<file path="src/rtl/hello_scroll_ctrl.sv">
// hello_scroll_ctrl: sequencer for the 6-digit HELLO rotator select.
// Ports: CLOCK_50, reset (sync, high), run_en/dir/step_n (async), rot[2:0], tick, paused.
module hello_scroll_ctrl #(
  parameter int TICK_DIV = 50_000_000,
  parameter int CW       = 26
) (
  input  logic       CLOCK_50,
  input  logic       reset,
  input  logic       run_en,
  input  logic       dir,
  input  logic       step_n,
  output logic [2:0] rot,
  output logic       tick,
  output logic       paused
);

  localparam logic [0:0] PAUSE = 1'b0;
  localparam logic [0:0] RUN   = 1'b1;

  localparam logic [CW-1:0] TERM = CW'(TICK_DIV - 1);

  logic          run_s1;
  logic          run_s2;
  logic          dir_s1;
  logic          dir_s2;
  logic          stp_s1;
  logic          stp_s2;
  logic          stp_s3;
  logic [0:0]    state;
  logic [0:0]    state_nx;
  logic [CW-1:0] presc;
  logic [CW-1:0] presc_nx;
  logic          press;
  logic          term;
  logic          step;
  logic [2:0]    rot_nx;

  // falling edge of the synced button
  assign press = stp_s3 & ~stp_s2;
  assign term  = (state == RUN) && (presc == TERM);

  always_comb begin
    state_nx = state;
    presc_nx = presc;
    step     = 1'b0;
    case (state)
      PAUSE: begin
        presc_nx = '0;
        step     = press;
        if (run_s2) state_nx = RUN;
      end
      RUN: begin
        presc_nx = term ? '0 : presc + CW'(1);
        step     = term;
        if (!run_s2) begin
          state_nx = PAUSE;
          presc_nx = '0;
        end
      end
      default: begin
        state_nx = PAUSE;
        presc_nx = '0;
      end
    endcase
  end

  // mod-6 step; an out-of-range index recovers to 0
  always_comb begin
    rot_nx = rot;
    if (rot > 3'd5)
      rot_nx = 3'd0;
    else if (dir_s2)
      rot_nx = (rot == 3'd0) ? 3'd5 : rot - 3'd1;
    else
      rot_nx = (rot == 3'd5) ? 3'd0 : rot + 3'd1;
  end

  always_ff @(posedge CLOCK_50) begin
    if (reset) begin
      run_s1 <= 1'b0;
      run_s2 <= 1'b0;
      dir_s1 <= 1'b0;
      dir_s2 <= 1'b0;
      stp_s1 <= 1'b1;
      stp_s2 <= 1'b1;
      stp_s3 <= 1'b1;
      state  <= PAUSE;
      presc  <= '0;
      rot    <= 3'd0;
      tick   <= 1'b0;
      paused <= 1'b1;
    end else begin
      run_s1 <= run_en;
      run_s2 <= run_s1;
      dir_s1 <= dir;
      dir_s2 <= dir_s1;
      stp_s1 <= step_n;
      stp_s2 <= stp_s1;
      stp_s3 <= stp_s2;
      state  <= state_nx;
      presc  <= presc_nx;
      tick   <= step;
      paused <= (state_nx == PAUSE);
      if (step) rot <= rot_nx;
    end
  end

endmodule

</file>
<file path="config.mk">
export PLATFORM = sky130hd
export DESIGN_NAME = hello_scroll_ctrl
export DESIGN_NICKNAME = d
export VERILOG_FILES = /design/src/rtl/hello_scroll_ctrl.sv
export SDC_FILE = /design/constraint.sdc
export NUM_CORES = 1
export LEC_CHECK = 0
export CORE_ASPECT_RATIO = 1.1
export CORE_MARGIN = 2
export CORE_UTILIZATION = 35
export DETAILED_ROUTE_END_ITERATION = 12
export GPL_TIMING_DRIVEN = 0
export PLACE_DENSITY = 0.62
export SYNTH_ARGS = -nofsm -noshare
export SYNTH_HDL_FRONTEND = slang
export SYNTH_SLANG_ARGS = --single-unit
</file>
<file path="constraint.sdc">
create_clock -name CLOCK_50 -period 1.5 [get_ports CLOCK_50]
set_input_delay 0.225 -clock CLOCK_50 [delete_from_list [all_inputs] [get_ports CLOCK_50]]
set_output_delay 0.225 -clock CLOCK_50 [all_outputs]
set_load 0.01 [all_outputs]
</file>
**Yosys cells after proc, flatten, opt, wreduce, memory -nomap -nowiden**

Cells that the tools add are included.

- Flip-flop bits (word level): 39
- Bits in latches: 0
- Bits in writable memories: 0
- Bits in read-only memories: 0
- Bits of input ports: 5
- Output and inout port bits: 5
- Word-level logic and storage cells: 33
- Memories: 0

- $add $sub $neg: 3
- Multiply operators: 0
- Divide/modulo/power cells: 0
- Magnitude comparators: 1
- Equality and inequality tests: 2
- Shifts and indexed selects: 0
- Mux-type cells: 9
- Bitwise operators: 4
- Reductions and logical operators: 2

Operators by type and width:

| operator | number |
|---|---|
| 2-to-1 mux 26 bit | 2 |
| case mux 26 bit (2 select lines) | 1 |
| adder 26 x 1 -> 26 bit, second input constant | 1 |
| == test 26 bit, second input constant | 1 |
| 2-to-1 mux 3 bit | 4 |
| adder 3 x 1 -> 3 bit, second input constant | 1 |
| == test 3 bit, second input constant | 1 |
| > comparator 3 bit, second input constant | 1 |
| logical NOT 3 bit | 1 |
| NOT 1 bit | 3 |
| subtractor 3 x 1 -> 3 bit, second input constant | 1 |
| case mux 1 bit (2 select lines) | 1 |
| bitwise AND 1 bit | 1 |
| logical AND 1 bit | 1 |
| 2-to-1 mux 1 bit | 1 |

**Logic depth before layout (Yosys ltp)**

Gate-level depths: netlist of run 1.

- Depth in word-level cells: 5
- Mapped depth: 7
- Depth with buffers taken out: 5

**Worst setup path after synthesis of run 1**

Ideal clock, no wire load.

- Path type: register -> register
- Start point: register presc[0]
- End point: register presc[22]
- Setup time: 0.125 ns
- Arrival time: 1.540 ns
- Required time: 1.375 ns
- Slack: -0.165 ns
- Cell stages (with the launch flop): 8
- Path buffers: 2
- Clock period less this slack: 1.665 ns
- Cell sequence: dfxtp_1 -> ha_1 -> clkbuf_1 -> nand2_1 -> nor3_1 -> a21o_4 -> buf_6 -> a21oi_1

- Cells in the longest elaborated chain, start to end: 5
- Elaborated cells on any way between the ends: 6
- Classes of those cells: add/sub (1); eq/ne (1); mux (3); reduce/logical (1)

RTL lines:

| element | line | source |
|---|---|---|
| start, declared | 31 | `logic [CW-1:0] presc;` |
| start signal, assigned | 101 | `presc <= presc_nx;` |
| branches (longest 2 deep; another with adder 26 x 1 -> 26 bit) | -- |  |
| 2-to-1 mux 26 bit (*) | 53 | `presc_nx = term ? '0 : presc + CW'(1);` |
| 2-to-1 mux 26 bit (*) | 55 | `if (!run_s2) begin` |
| case mux 26 bit (2 select lines) (*) | 46 | `case (state)` |

Mark *: on every way between the ends.
A chain may end at the register's enable or synchronous reset.

**Worst setup path in the final report of run 1**

- Start point: register presc[18]
- End point: register presc[23]

Same word-level chain as after synthesis.

==> results.json, run 1 <==
{
  "status": "complete, but fails checks",
  "violations": "negative setup slack",
  "wl_met2_um": 1740,
  "die_w_um": 71.8,
  "crit_start": "presc[18]",
  "synth_cell_types": 39,
  "post-dp-hpwl_um": 2370,
  "tightest_slew_ns": 0.462,
  "hold_violations": 0,
  "num_vias": 1503,
  "ir_worst_vdd_mv": 0.368,
  "cts_hold_buffers": 0,
  "cts_made_buffers": 5,
  "rows": 27,
  "synth.yosys.seq_area_share_pct": 44.1,
  "path_clk_slew_ns": 0.07,
  "nNetsFinal": 225,
  "rsz0062_at_grt": "true",
  "ys_warn_count": 0,
  "layout_setup_ws_ns": -0.222,
  "root_buffer": "clkbuf_8",
  "synth_top_flop_cell": "dfxtp_1",
  "fin_skew_ns": 0.00885,
  "ant_nets": 0,
  "slew_headroom_pct": 69.2,
  "m1WireLength_um": 1800,
  "arrival_ns": 1.89,
  "synth_area_per_cell_um2": 9.04,
  "synth_area_leaders": "dfxtp_1 (44%), xor2_1 (4.9%), a21oi_1 (4.0%)",
  "coreArea_mm2": 0.00493,
  "synthXorXnorAreaFrac_pct": 5.93,
  "die_h_um": 78.6,
  "power.density_mw_per_mm2": 884,
  "synthesis.area_mm2": 0.00177,
  "maxCapViolCount": 0,
  "fillers": 462,
  "drc": 0,
  "regArea_um2": 795,
  "via_per_inst": 5.43,
  "syn_inst": 196,
  "synth_top_family_by_area": "simple AND/OR/NAND/NOR gates",
  "p_leak_nw": 0.713,
  "gp_congestion": 0.770,
  "final.period_utilization_pct": 115,
  "area_growth_pct": 26.6,
  "fp.dieArea_mm2": 0.00565,
  "min_from": "stp_s1",
  "r2r-start": "presc[18]",
  "start_kind": "register",
  "grt_antenna_before_repair": 0,
  "h-tree-depth": 2,
  "grt_max_degree": 12,
  "p_total_mw": 1.98,
  "grt_pass1_vias": 1332,
  "end_kind": "register",
  "port_buffers": 9,
  "final_cells": 277,
  "cts_tree": "built",
  "critPathKind": "register to register",
  "slew_violations": 0,
  "hold_path.class": "register to register",
  "diodes": 0,
  "multi_input_area_mm2": 0.00102,
  "netlist.area_leader.share_pct": 44.1,
  "grt_use_total_pct": 14.0,
  "io-pin-count": 10,
  "synth_compound_area_share_pct": 13.0,
  "cts.sinks": 39,
  "required_ns": 1.67,
  "yosys.area_share.simple_pct": 31.6,
  "dr_wl_met3_um": 93,
  "drt-pass1-iter-count": 4,
  "synth_top_area_cell": "dfxtp_1",
  "cp_max_fo": 6,
  "finalSetupViolCount": 30,
  "drt_iter0_drc": 61,
  "grt_first_pass_wirelength_um": 6230,
  "top_layer": "met4",
  "synthMuxAreaShare_pct": 0.565,
  "layout-drive-gt1-share_pct": 30.1,
  "ys_seq_elements": 39,
  "synthAdderAreaFrac_pct": 0.706,
  "final.min_clock_period_ns": 1.72,
  "wl_per_cell_um": 13.4,
  "drt-total-wl_um": 3710,
  "clk_path_buf_depth": 2,
  "worstSkewPairLatency_ns": 0.29,
  "start_util_pct": 35.9,
  "fmax_mhz": 581,
  "overflow": 0,
  "syn_nets": 202,
  "dp_cells": 263,
  "synth_edf_count": 0,
  "synthArstFlopShare_pct": 0
}
[layout make-up]
type	instances	share of cell area (%)
multi-input combinational	143	45.5
sequential	39	35.4
timing repair buffer	18	8.25
clock buffer	6	3.23
tap	58	3.23
buffer	5	1.90
clock inverter	1	1.34
inverter	7	1.17
[cell families (layout without fill, tap and decap cells)]
logic type	count (synthesis)	count (layout)
AND/OR/NAND/NOR	92	92
flip-flops	39	39
AO/OA/AOI/OAI	37	37
buffers and inverters	14	37
XOR/XNOR	12	12
adder cells (fa/ha/maj)	1	1
multiplexers	1	1
[state kept, by name (all words and copies together) (netlist names)]
name    cells
run_s1      1
dir_s1      1
tick        1
presc      26
rot         3
stp_s3      1
dir_s2      1
run_s2      1
paused      1
stp_s1      1
stp_s2      1
state       1
[critical path, stage by stage (launching register included)]
cell	delay (ns)
dfxtp_2	0.33
or4b_4	0.54
nor4_4	0.29
a21o_4	0.25
clkbuf_16	0.17
a21oi_2	0.03
[worst paths after layout]
check | endpoint | slack, ns | cells after the start
hold / removal | stp_s2 | 0.41 | 1
setup / recovery | presc[23] | -0.22 | 5
setup reg to reg | presc[23] | -0.22 | 5
hold reg to reg | stp_s2 | 0.41 | 1
[layout by cell type (no fill, tap or decap), types with 7 or more instances in the layout]
cell type,netlist,layout
dfxtp_2,0,11
nor2_1,15,7
xor2_1,10,10
nand4_1,9,9
buf_4,1,7
a21oi_2,0,11
dfxtp_1,39,28
nand3_1,9,9
clkdlybuf4s50_1,0,8
or3_1,10,10
nand2_1,9,8
inv_1,7,7
o21ai_0,11,11
[power by group]
part | leakage (nW) | internal [mW] | total [mW] | switching, mW
combinational | 0.341 | 0.0439 | 0.0796 | 0.0357
sequential | 0.322 | 1.05 | 1.06 | 0.0128
clock | 0.0513 | 0.488 | 0.841 | 0.354
total | 0.713 | 1.58 | 1.98 | 0.402
[cells in the mapped netlist, types with 2 or more instances]
master	count
nor3_1	3
and3_1	3
xnor2_1	2
or2_2	4
nor2_1	15
xor2_1	10
inv_1	7
a41oi_1	2
o21ai_0	11
o221ai_1	2
nand3_1	9
nor2b_1	6
or3_1	10
a21oi_1	14
and2_1	4
or4_1	5
o31ai_1	5
and4_1	2
dfxtp_1	39
nand2_1	9
o32ai_1	2
buf_6	2
nand2b_1	4
clkbuf_1	3
nand4_1	9
[routing by layer]
layer	vias up	global-route usage [%]
li1	757	-
met1	721	17.6
met2	18	22.3
met3	7	3.47
met4	0	6.23
met5	-	0
[what timing repair did]
action                                  CTS  global route
cloned                                    1             1
pin swaps                                 7             6
buffers inserted                          5             2
endpoints found under the setup margin   32            31
gates resized for setup                  15            28
[per-stage QoR]
stage	TNS [ns]	hold slack [ns]	utilization, %	setup WS [ns]	cell area, um2
floorplan	-2.61	0.319	-	-0.127	1780
global placement	-8.99	0.396	39.4	-0.369	1940
detailed placement	-8.13	0.397	39.4	-0.338	1940
CTS	-5.04	0.416	43.0	-0.199	2120
global route	-8.06	0.433	45.5	-0.295	2240
finish	-5.78	0.411	45.5	-0.222	2240
(Power assumes the default switching activity.)
==> inputs of run 2 (changes only) <==
Settings changed: CTS_CLUSTER_DIAMETER set to 200.
==> results of run 2 <==
Final layout, timing and power as in run 1 (identical DEF).
